<file path="config.mk">
export PLATFORM = sky130hd
export DESIGN_NAME = gpio_ctrl
export DESIGN_NICKNAME = d
export VERILOG_FILES = /design/src/rtl/gpio_ctrl.sv
export SDC_FILE = /design/constraint.sdc
export NUM_CORES = 1
export LEC_CHECK = 0
export BUFFER_PORTS_ARGS = -buffer_cell sky130_fd_sc_hd__buf_2
export CORE_MARGIN = 1
export CORE_UTILIZATION = 39
export CTS_CLUSTER_DIAMETER = 120
export DETAILED_ROUTE_END_ITERATION = 12
export PLACE_DENSITY_LB_ADDON = 0.12
export SETUP_SLACK_MARGIN = 0.3
export SLEW_MARGIN = 20
export SYNTH_ARGS = -nofsm -noshare
export SYNTH_HDL_FRONTEND = slang
export SYNTH_SLANG_ARGS = --single-unit
</file>
<file path="constraint.sdc">
create_clock -name clk -period 1.1 [get_ports clk]
set_clock_uncertainty 0.05 [all_clocks]
set_input_delay 0.11 -clock clk [delete_from_list [all_inputs] [get_ports clk]]
set_output_delay 0.11 -clock clk [all_outputs]
set_load 0.005 [all_outputs]
</file>
<file path="src/rtl/gpio_ctrl.sv">
// GPIO pad-side stage: registered pad drive, synchronised and debounced pad inputs,
// and masked pin-change pending bits folded into one level interrupt for the core.
module gpio_ctrl #(
  parameter int WIDTH           = 16,
  parameter int SYNC_STAGES     = 2,
  parameter int DEBOUNCE_CYCLES = 4,
  parameter int CNT_W           = 3
) (
  input  logic             clk,
  input  logic             reset,
  input  logic [WIDTH-1:0] rf_gpio_datareg,
  input  logic [WIDTH-1:0] rf_gpio_tristate,
  input  logic [WIDTH-1:0] rf_gpio_interrupt_mask,
  input  logic [WIDTH-1:0] irq_clear,
  input  logic [WIDTH-1:0] gpio_in,
  output logic [WIDTH-1:0] gpio_out,
  output logic [WIDTH-1:0] gpio_oe,
  output logic [WIDTH-1:0] ro_gpio_pinstate,
  output logic [WIDTH-1:0] irq_pending,
  output logic             ext_interrupt
);

  localparam logic [CNT_W-1:0] CNT_LAST = CNT_W'(DEBOUNCE_CYCLES - 1);

  logic [WIDTH-1:0]                  gpio_out_reg;
  logic [WIDTH-1:0]                  gpio_oe_reg;
  logic [SYNC_STAGES-1:0][WIDTH-1:0] sync_reg;
  logic [WIDTH-1:0]                  sync_out;
  logic [WIDTH-1:0]                  pinstate;
  logic [WIDTH-1:0]                  change;
  logic [WIDTH-1:0]                  pending_reg;
  logic [WIDTH-1:0]                  pending_next;
  logic                              ext_interrupt_reg;

  // Pad drive is registered so the register file never reaches the pads combinationally.
  always_ff @(posedge clk or negedge reset) begin
    if (!reset) begin
      gpio_out_reg <= '0;
      gpio_oe_reg  <= '0;
    end else begin
      gpio_out_reg <= rf_gpio_datareg;
      gpio_oe_reg  <= ~rf_gpio_tristate;
    end
  end

  // Pads are sampled whether driven or not, so a driven pin reads back its own level.
  always_ff @(posedge clk or negedge reset) begin
    if (!reset) begin
      sync_reg <= '0;
    end else begin
      sync_reg <= {sync_reg[SYNC_STAGES-2:0], gpio_in};
    end
  end

  assign sync_out = sync_reg[SYNC_STAGES-1];

  genvar gi;
  generate
    for (gi = 0; gi < WIDTH; gi++) begin : g_pin
      logic [CNT_W-1:0] cnt_reg;
      logic [CNT_W-1:0] cnt_next;
      logic             pin_reg;
      logic             pin_next;
      logic             change_bit;

      // Any return to the accepted level restarts the stability count.
      always_comb begin
        cnt_next   = cnt_reg;
        pin_next   = pin_reg;
        change_bit = 1'b0;
        if (sync_out[gi] == pin_reg) begin
          cnt_next = '0;
        end else if (cnt_reg == CNT_LAST) begin
          pin_next   = sync_out[gi];
          cnt_next   = '0;
          change_bit = 1'b1;
        end else begin
          cnt_next = cnt_reg + 1'b1;
        end
      end

      always_ff @(posedge clk or negedge reset) begin
        if (!reset) begin
          cnt_reg <= '0;
          pin_reg <= 1'b0;
        end else begin
          cnt_reg <= cnt_next;
          pin_reg <= pin_next;
        end
      end

      assign pinstate[gi] = pin_reg;
      assign change[gi]   = change_bit;
    end
  endgenerate

  // A new event outranks a same-cycle clear so nothing is lost; masked events are dropped.
  always_comb begin
    pending_next = (pending_reg & ~irq_clear) | (change & rf_gpio_interrupt_mask);
  end

  always_ff @(posedge clk or negedge reset) begin
    if (!reset) begin
      pending_reg       <= '0;
      ext_interrupt_reg <= 1'b0;
    end else begin
      pending_reg       <= pending_next;
      ext_interrupt_reg <= |(pending_reg & rf_gpio_interrupt_mask);
    end
  end

  assign gpio_out         = gpio_out_reg;
  assign gpio_oe          = gpio_oe_reg;
  assign ro_gpio_pinstate = pinstate;
  assign irq_pending      = pending_reg;
  assign ext_interrupt    = ext_interrupt_reg;

endmodule

</file>
# Word-level counts from Yosys, hierarchy flattened
# Index checks and enable logic that the tools add are counted.
[op_classes]
add_sub_neg = 16
n_eq_ne = 32
n_mux = 64
bitwise_logic = 22
reduce_logical = 17
[ops]
columns = ["operator", "n"]
rows = [
  ["3-bit 2-to-1 mux", 32],
  ["3-bit by 1-bit adder with 3-bit output, second input constant", 16],
  ["16-bit bitwise AND", 3],
  ["3-bit by 2-bit equality test with 1-bit output, second input constant", 16],
  ["1-bit 2-to-1 mux", 32],
  ["16-bit inverter", 2],
  ["2-bit AND reduction", 16],
  ["1-bit equality test", 16],
  ["1-bit inverter", 16],
  ["16-bit OR", 1],
  ["16-bit OR reduction", 1],
]
[totals]
regBits = 145
in_bits = 82
wordCells = 189

# Longest topological paths before layout
# Gate-level depths: netlist (run 1).
[depth]
depth_word = 5
mapped_depth = 4
mapped_depth_nobuf = 4

# Least setup slack after synthesis (run 1)
# Ideal clock, no wire load.
[synth_path]
path_kind = "reg2reg"
startpoint = "register g_pin[0].cnt_reg[0]"
endpoint = "register g_pin[0].pin_reg"
setup_ns = 0.125
arrival_time_ns = 0.966
t_required_ns = 0.925
slack_ns = -0.041
path_stages_with_launch = 4
path_buffers = 0
path_cell_list = "dfrtp_1 -> ha_1 -> nor2b_4 -> mux2_2"
[synth_via]
elab_chain_len = 2
[synth_rtl]
columns = ["element", "line", "source"]
rows = [
  ["start, declared", "60", "logic [CNT_W-1:0] cnt_reg;"],
  ["start signal, assigned", "87", "cnt_reg <= cnt_next;"],
  ["3-bit by 2-bit equality test with 1-bit output", "73", "end else if (cnt_reg == CNT_LAST) begin"],
  ["2-bit AND reduction (no source line)", "n/a", ""],
  ["end signal, assigned", "88", "pin_reg <= pin_next;"],
  ["end, declared", "62", "logic pin_reg;"],
]
# Every way passes these cells.
# A chain may end at the register's enable or synchronous reset.

# Worst setup path after layout (run 1)
[layout_path]
startpoint = "register pending_reg[4], in the netlist irq_pending[4]"
endpoint = "output port irq_pending[4]"
[layout_lines]
columns = ["element", "line", "source"]
rows = [
  ["start, declared", "31", "logic [WIDTH-1:0] pending_reg;"],
  ["start signal, assigned", "107", "pending_reg <= pending_next;"],
  ["end, declared", "19", "output logic [WIDTH-1:0] irq_pending,"],
]
# No word-level cell between the ends.

==> results of run 1 <==
-- critical path: stages (launching register included) --
cell and delay (ps):
dfrtp_1 390, buf_4 140, buf_2 120
-- layer usage --
| layer | share of wire, % | wire length (um) | vias up |
|---|---|---|---|
| li1 | - | - | 1791 |
| met4 | 1.4 | 165 | 0 |
| met2 | 55 | 6580 | 108 |
| met3 | 5.9 | 705 | 15 |
| met1 | 38 | 4560 | 1857 |
| met5 | 0 | 0 | - |
-- power by group through the flow --
stage	clock, mW	sequential (mW)	combinational (mW)
detailed placement	0	7.12	3.74
global route	6.29	7.01	7.83
finish	5.91	6.90	7.22
floorplan	0	7.01	2.70
CTS	6.08	6.83	6.44
global placement	0	7.06	3.61
-- synth_stat cells --
| cell type | instances |
|---|---|
| inv_1 | 32 |
| mux2_2 | 16 |
| nor2b_4 | 16 |
| a22o_1 | 4 |
| ha_1 | 16 |
| xnor2_1 | 16 |
| dfrtp_1 | 145 |
| a221oi_2 | 4 |
| buf_4 | 16 |
| nand2_1 | 16 |
| nand4_1 | 1 |
| nor3b_1 | 32 |
| nor3_1 | 16 |
| o22ai_1 | 16 |
-- cell families after synthesis --
logic type / count (synthesis) / share of synthesized area, %
buf+inv: 48 / 4.63
mux: 16 / 3.47
compound gates: 24 / 3.76
simple gates: 81 / 11.7
xor+xnor: 16 / 2.70
fa+ha+maj: 16 / 3.86
flops: 145 / 69.9
-- repair_timing --
action,CTS,global route
setup endpoints to repair,146,146
pin swaps,23,25
resized for setup,125,36
setup buffers,40,17
hold buffers,81,0
endpoints found under the hold margin,210,0
-- final cells by class --
cell class	count	share of cell area, %
multi-input combinational	153	24.4
clock inverter	12	1.78
sequential	145	39.2
clock buffer	19	4.78
timing repair buffer	317	26.3
tap	172	2.32
inverter	32	1.30
-- how the worst max path moves through the flow --
stage | to | slack [ps] | cells past startpoint
2_1_floorplan | g_pin[0].pin_reg$_DFFE_PN0P_ | -30 | 3
3_3_place_gp | ext_interrupt$_DFF_PN0_ | -180 | 3
3_5_place_dp | ext_interrupt$_DFF_PN0_ | -180 | 3
4_1_cts | irq_pending[4] | -140 | 2
5_1_grt | irq_pending[4] | -160 | 2
6_report | irq_pending[4] | -120 | 2
==> results.sh, run 1 <==
export IMPL_status="finished, violations left"
export IMPL_violations="setup timing"
export IMPL_place_ws_ps=-180
export IMPL_reg2reg_to="ext_interrupt$_DFF_PN0_"
export IMPL_ir_drop_mv=1.32
export IMPL_finalCritPeriodShare_pct=111
export IMPL_use_met1_pct=20.3
export IMPL_yosys_area_top_type="dfrtp_1"
export IMPL_cts_tree="yes"
export IMPL_area_growth_pct=78.5
export IMPL_dp_final_hpwl_mm=6.81
export IMPL_grt_pass1_wl_mm=19.9
export IMPL_clock_latency_ps=420
export IMPL_synth_seq_cells=145
export IMPL_via_per_inst=4.44
export IMPL_clock_sinks=145
export IMPL_start_util_pct=40.6
export IMPL_combPwrFrac_pct=36.1
export IMPL_maxCapViolations=0
export IMPL_fp_dieH_um=117
export IMPL_grt_busiest_layer="met2"
export IMPL_p_switching_mw=5.48
export IMPL_crit_type="flop to output port"
export IMPL_grt_remaining_overflow=0
export IMPL_n_fill_cell=859
export IMPL_largest_register_ffs=48
export IMPL_reg2reg_setup_slack_ps=-100
export IMPL_swShare_pct=27.3
export IMPL_startpoint="irq_pending[4]$_DFF_PN0_"
export IMPL_grt_pass1_vias=4253
export IMPL_setup_viol=50
export IMPL_routed_wl_mm=12.0
export IMPL_seqCellArea_mm2=0.00363
export IMPL_max_slew_margin_rel_pct=81.7
export IMPL_rows=41
export IMPL_synth_fp_nets=444
export IMPL_portBuffers=146
export IMPL_p_total_mw=20.0
export IMPL_cp_required_ps=940
export IMPL_internal_power_mw=14.5
export IMPL_dpl_cell_area_mm2=0.00653
export IMPL_nNetsFinal=764
export IMPL_synth_seq_area_share_pct=69.9
export IMPL_multiInputGateArea_mm2=0.00226
export IMPL_end_kind="output port"
export IMPL_grt_use_met3_pct=6.71
export IMPL_netlist_instances=346
export IMPL_leakage_nw=4.43
export IMPL_coreArea_mm2=0.0128
export IMPL_worst_pin_slew_ps=274
export IMPL_clkTransAtPathRegs_ps=60
export IMPL_final_cell_mix="dfrtp_1 (145), buf_2 (139), dlygate4sd3_1 (81), buf_4 (51), buf_6 (43)"
export IMPL_diodes=0
export IMPL_io_pins=147
export IMPL_vias=3771
export IMPL_numCtsBuffers=17
export IMPL_rsz0062_at_grt="yes"
export IMPL_met2_usage_pct=32.8
export IMPL_synth_top_cell_area_share_pct=69.9
export IMPL_hold_violations=0
export IMPL_antenna_found_initial=0
export IMPL_cts_buffer_depth=2
export IMPL_drc=0
export IMPL_whs_ps=28.9
export IMPL_rr_worst_depth=3
export IMPL_critPathLaunchType="flop"
export IMPL_h_tree_depth=4
export IMPL_post_drt_wl_per_cell_um=14.1
export IMPL_period_needed_ps=1220
export IMPL_cp_arrival_ps=1060
export IMPL_root_buffer="clkbuf_16"
export IMPL_worst_hold_path_endpoint="ext_interrupt$_DFF_PN0_"
export IMPL_synth_area_leaders="dfrtp_1 (70%), nor3b_1 (4.6%), nor2b_4 (4.2%), ha_1 (3.9%), mux2_2 (3.5%)"
export IMPL_max_freq_mhz=822
export IMPL_synth_cell_types=14
export IMPL_dieArea_mm2=0.0138
export IMPL_setup_ws_ps=-117
export IMPL_syn_area_mm2=0.00519
export IMPL_syn_avg_cell_area_um2=15.0
export IMPL_final_cells=850
export IMPL_final_common_cell="dfrtp_1"
export IMPL_min_path_cells=4
export IMPL_layout_drive_gt1_share_pct=60.9
export IMPL_fin_setup_tns_ps=-2290
export IMPL_min_path_type="input port to flop"
export IMPL_clockPowerShare_pct=29.5
export IMPL_grt_max_degree=40
export IMPL_r2r_start="irq_pending[0]$_DFF_PN0_"
export IMPL_seq_power_share_pct=34.4
export IMPL_die_x_um=117
export IMPL_ys_warn_count=0
export IMPL_place_inst=681
export IMPL_drtIter0Drc=111
export IMPL_dr_pass1_iters=4
export IMPL_final_util_pct=72.5
export IMPL_slew_viol_final=0
export IMPL_hp_start="rf_gpio_interrupt_mask[11]"
export IMPL_powerDensity_mw_per_mm2=2160
export IMPL_fin_area_mm2=0.00927
export IMPL_cp_max_fo=2
export IMPL_track_usage_pct=18.7
export IMPL_drtAntennaViolNets=0
export IMPL_routabilityCongestion=0.723
No activity file was read; power rests on OpenSTA's default activity.
==> run 2, diff against run 1 <==
ABC_AREA = 1   (was default)
CAP_MARGIN = 20   (was default)
==> results.sh, run 2 <==
export IMPL_crit_type="flop to output port"
export IMPL_path_delay_family="flip-flops"
export IMPL_area_growth_pct=63.0
export IMPL_drtIter0Drc=133
export IMPL_status="finished, violations left"
export IMPL_post_drt_wl_per_cell_um=12.3
export IMPL_place_ws_ps=65.6
export IMPL_clkTransAtPathRegs_ps=60
export IMPL_cp_max_fo=2
export IMPL_ys_top_cells_by_count="dfrtp_1 (145), nand2_1 (122), inv_1 (70), nor2_1 (34)"
export IMPL_synth_compound_area_share_pct=1.89
export IMPL_synth_top_cell_area_share_pct=68.4
export IMPL_yosys_area_top_type="dfrtp_1"
export IMPL_synth_xor_area_share_pct=2.64
export IMPL_worst_pin_slew_ps=304
export IMPL_cp_arrival_ps=950
export IMPL_synth_seq_area_share_pct=68.4
export IMPL_root_buffer="clkbuf_16"
export IMPL_dr_pass1_iters=6
export IMPL_synthSimpleGateAreaFrac_pct=16.1
export IMPL_netlist_instances=468
export IMPL_syn_area_mm2=0.00530
export IMPL_routabilityCongestion=0.709
export IMPL_synth_fp_nets=566
export IMPL_synth_cell_types=11
export IMPL_synth_mux_area_share_pct=0
export IMPL_ys_warn_count=0
export IMPL_rsz0062_at_grt="yes"
export IMPL_end_kind="output port"
export IMPL_r2r_start="g_pin[12].cnt_reg[0]$_DFF_PN0_"
export IMPL_h_tree_depth=4
export IMPL_cts_buffer_depth=2
export IMPL_clock_latency_ps=410
export IMPL_slew_viol_final=0
export IMPL_final_cell_mix="dfrtp_1 (145), buf_2 (145), nand2_1 (97), dlygate4sd3_1 (81), buf_4 (38)"
export IMPL_crit_chain="buf_2"
export IMPL_n_fill_cell=1057
export IMPL_ys_async_sr_fraction_pct=100
export IMPL_reg2reg_to="g_pin[12].cnt_reg[1]$_DFF_PN0_"
export IMPL_synth_seq_cells=145
export IMPL_routed_wl_mm=11.6
export IMPL_rows=42
export IMPL_powerDensity_mw_per_mm2=2100
export IMPL_track_usage_pct=18.0
export IMPL_min_path_cells=5
export IMPL_setup_viol=4
export IMPL_rr_worst_depth=6
export IMPL_drc=0
export IMPL_seqCellArea_mm2=0.00363
export IMPL_start_util_pct=40.1
export IMPL_diodes=0
export IMPL_dp_final_hpwl_mm=7.08
export IMPL_clock_sinks=145
export IMPL_reg2reg_setup_slack_ps=40
export IMPL_grt_remaining_overflow=0
export IMPL_nNetsFinal=857
export IMPL_worst_hold_path_endpoint="ext_interrupt$_DFF_PN0_"
export IMPL_setup_ws_ps=-12.0
export IMPL_die_x_um=119
export IMPL_fp_dieH_um=119
export IMPL_grt_pass1_vias=4340
export IMPL_synth_fa_ha_area_share_pct=3.77
export IMPL_critPathLaunchType="flop"
export IMPL_finalCritPeriodShare_pct=101
export IMPL_synth_area_leaders="dfrtp_1 (68%), nand2_1 (8.6%), inv_1 (5.0%), ha_1 (3.8%), nor2_4 (3.4%)"
export IMPL_antenna_found_initial=1
export IMPL_hp_start="rf_gpio_interrupt_mask[1]"
export IMPL_largest_register_ffs=48
export IMPL_cp_required_ps=940
export IMPL_fin_area_mm2=0.00864
export IMPL_whs_ps=16.4
export IMPL_via_per_inst=4.28
export IMPL_period_needed_ps=1110
export IMPL_numCtsBuffers=17
export IMPL_dpl_cell_area_mm2=0.00640
export IMPL_maxCapViolations=0
export IMPL_min_path_type="input port to flop"
export IMPL_dieArea_mm2=0.0141
export IMPL_max_freq_mhz=899
export IMPL_grt_max_degree=31
export IMPL_max_stage_delay_ps=400
export IMPL_vias=4051
export IMPL_place_inst=781
export IMPL_cts_tree="yes"
export IMPL_slowest_stage="dfrtp_1"
export IMPL_drtAntennaViolNets=0
export IMPL_synth_top_family_by_area="simple AND/OR/NAND/NOR gates"
export IMPL_multiInputGateArea_mm2=0.00184
export IMPL_fin_setup_tns_ps=-23.4
export IMPL_layout_drive_gt1_share_pct=48.2
export IMPL_violations="setup timing"
export IMPL_grt_pass1_wl_mm=19.6
export IMPL_crit_buf_inv=1
export IMPL_syn_avg_cell_area_um2=11.3
export IMPL_hold_violations=0
export IMPL_io_pins=147
export IMPL_ys_flop_type="dfrtp_1"
export IMPL_synth_edff_count=0
export IMPL_leakage_nw=4.27
export IMPL_synth_most_common_cell="dfrtp_1"
export IMPL_portBuffers=146
export IMPL_final_cells=947
export IMPL_max_slew_margin_rel_pct=79.7
export IMPL_coreArea_mm2=0.0132
export IMPL_ir_drop_mv=1.05
==> run 2: kinds of logic (layout without fill, tap and decap cells) <==
family | count (synthesis) | in the layout
AOI/OAI and AO/OA | 16 | 16
xor gates and xnor gates | 16 | 16
adders and majority gates | 16 | 16
buffers and inverters | 86 | 389
DFF | 145 | 145
and+or+nand+nor | 189 | 189
==> run 2: power breakdown <==
part           leakage [nW]  total [mW]  internal, mW  switching [mW]
sequential             1.82        6.78          6.28           0.505
clock                 0.286        5.48          3.44            2.04
combinational          2.17        5.85          3.24            2.61
total                  4.27        18.1          13.0            5.15
==> run 2: how the worst max path moves through the flow <==
stage	startpoint	to	slack, ps	depth (start not counted)
6_report	irq_pending[11]$_DFF_PN0_	irq_pending[11]	-10	1
5_1_grt	g_pin[8].pin_reg$_DFFE_PN0P_	ro_gpio_pinstate[8]	-60	1
4_1_cts	irq_pending[6]$_DFF_PN0_	irq_pending[6]	-30	1
3_5_place_dp	g_pin[3].cnt_reg[0]$_DFF_PN0_	irq_pending[3]$_DFF_PN0_	70	5
3_3_place_gp	irq_pending[6]$_DFF_PN0_	ext_interrupt$_DFF_PN0_	120	6
2_1_floorplan	g_pin[0].cnt_reg[0]$_DFF_PN0_	irq_pending[0]$_DFF_PN0_	180	5
==> run 2: layout make-up <==
type | instances | share of cell area (%)
flip-flops and latches | 145 | 42.0
repair buffers | 288 | 24.6
multi-input cells | 237 | 21.2
clock buffers | 26 | 6.01
inverters | 70 | 3.04
well taps | 176 | 2.55
clock inverters | 5 | 0.579
==> run 2: stage by stage <==
step | utilization, % | power (mW)
after global placement | 48.4 | 10.1
final | 65.3 | 18.1
after global routing | 65.3 | 19.2
after detailed placement | 48.4 | 10.3
after floorplan | - | 9.38
after CTS | 63.9 | 17.9
==> run 2: what timing repair did <==
action / CTS / global route
resized for setup: 55 / 37
hold buffers: 81 / 0
pin swaps: 46 / 53
buffers inserted: 45 / 9
endpoints found under the hold margin: 210 / 0
endpoints found under the setup margin: 146 / 146
==> run 2: per-layer routing <==
metal	vias to the layer above	wire length, um	global-route usage [%]
met1	1924	4730	20.6
met3	11	652	6.03
met2	108	6090	30.9
met5	-	0	0
li1	2008	-	-
met4	0	161	7.12
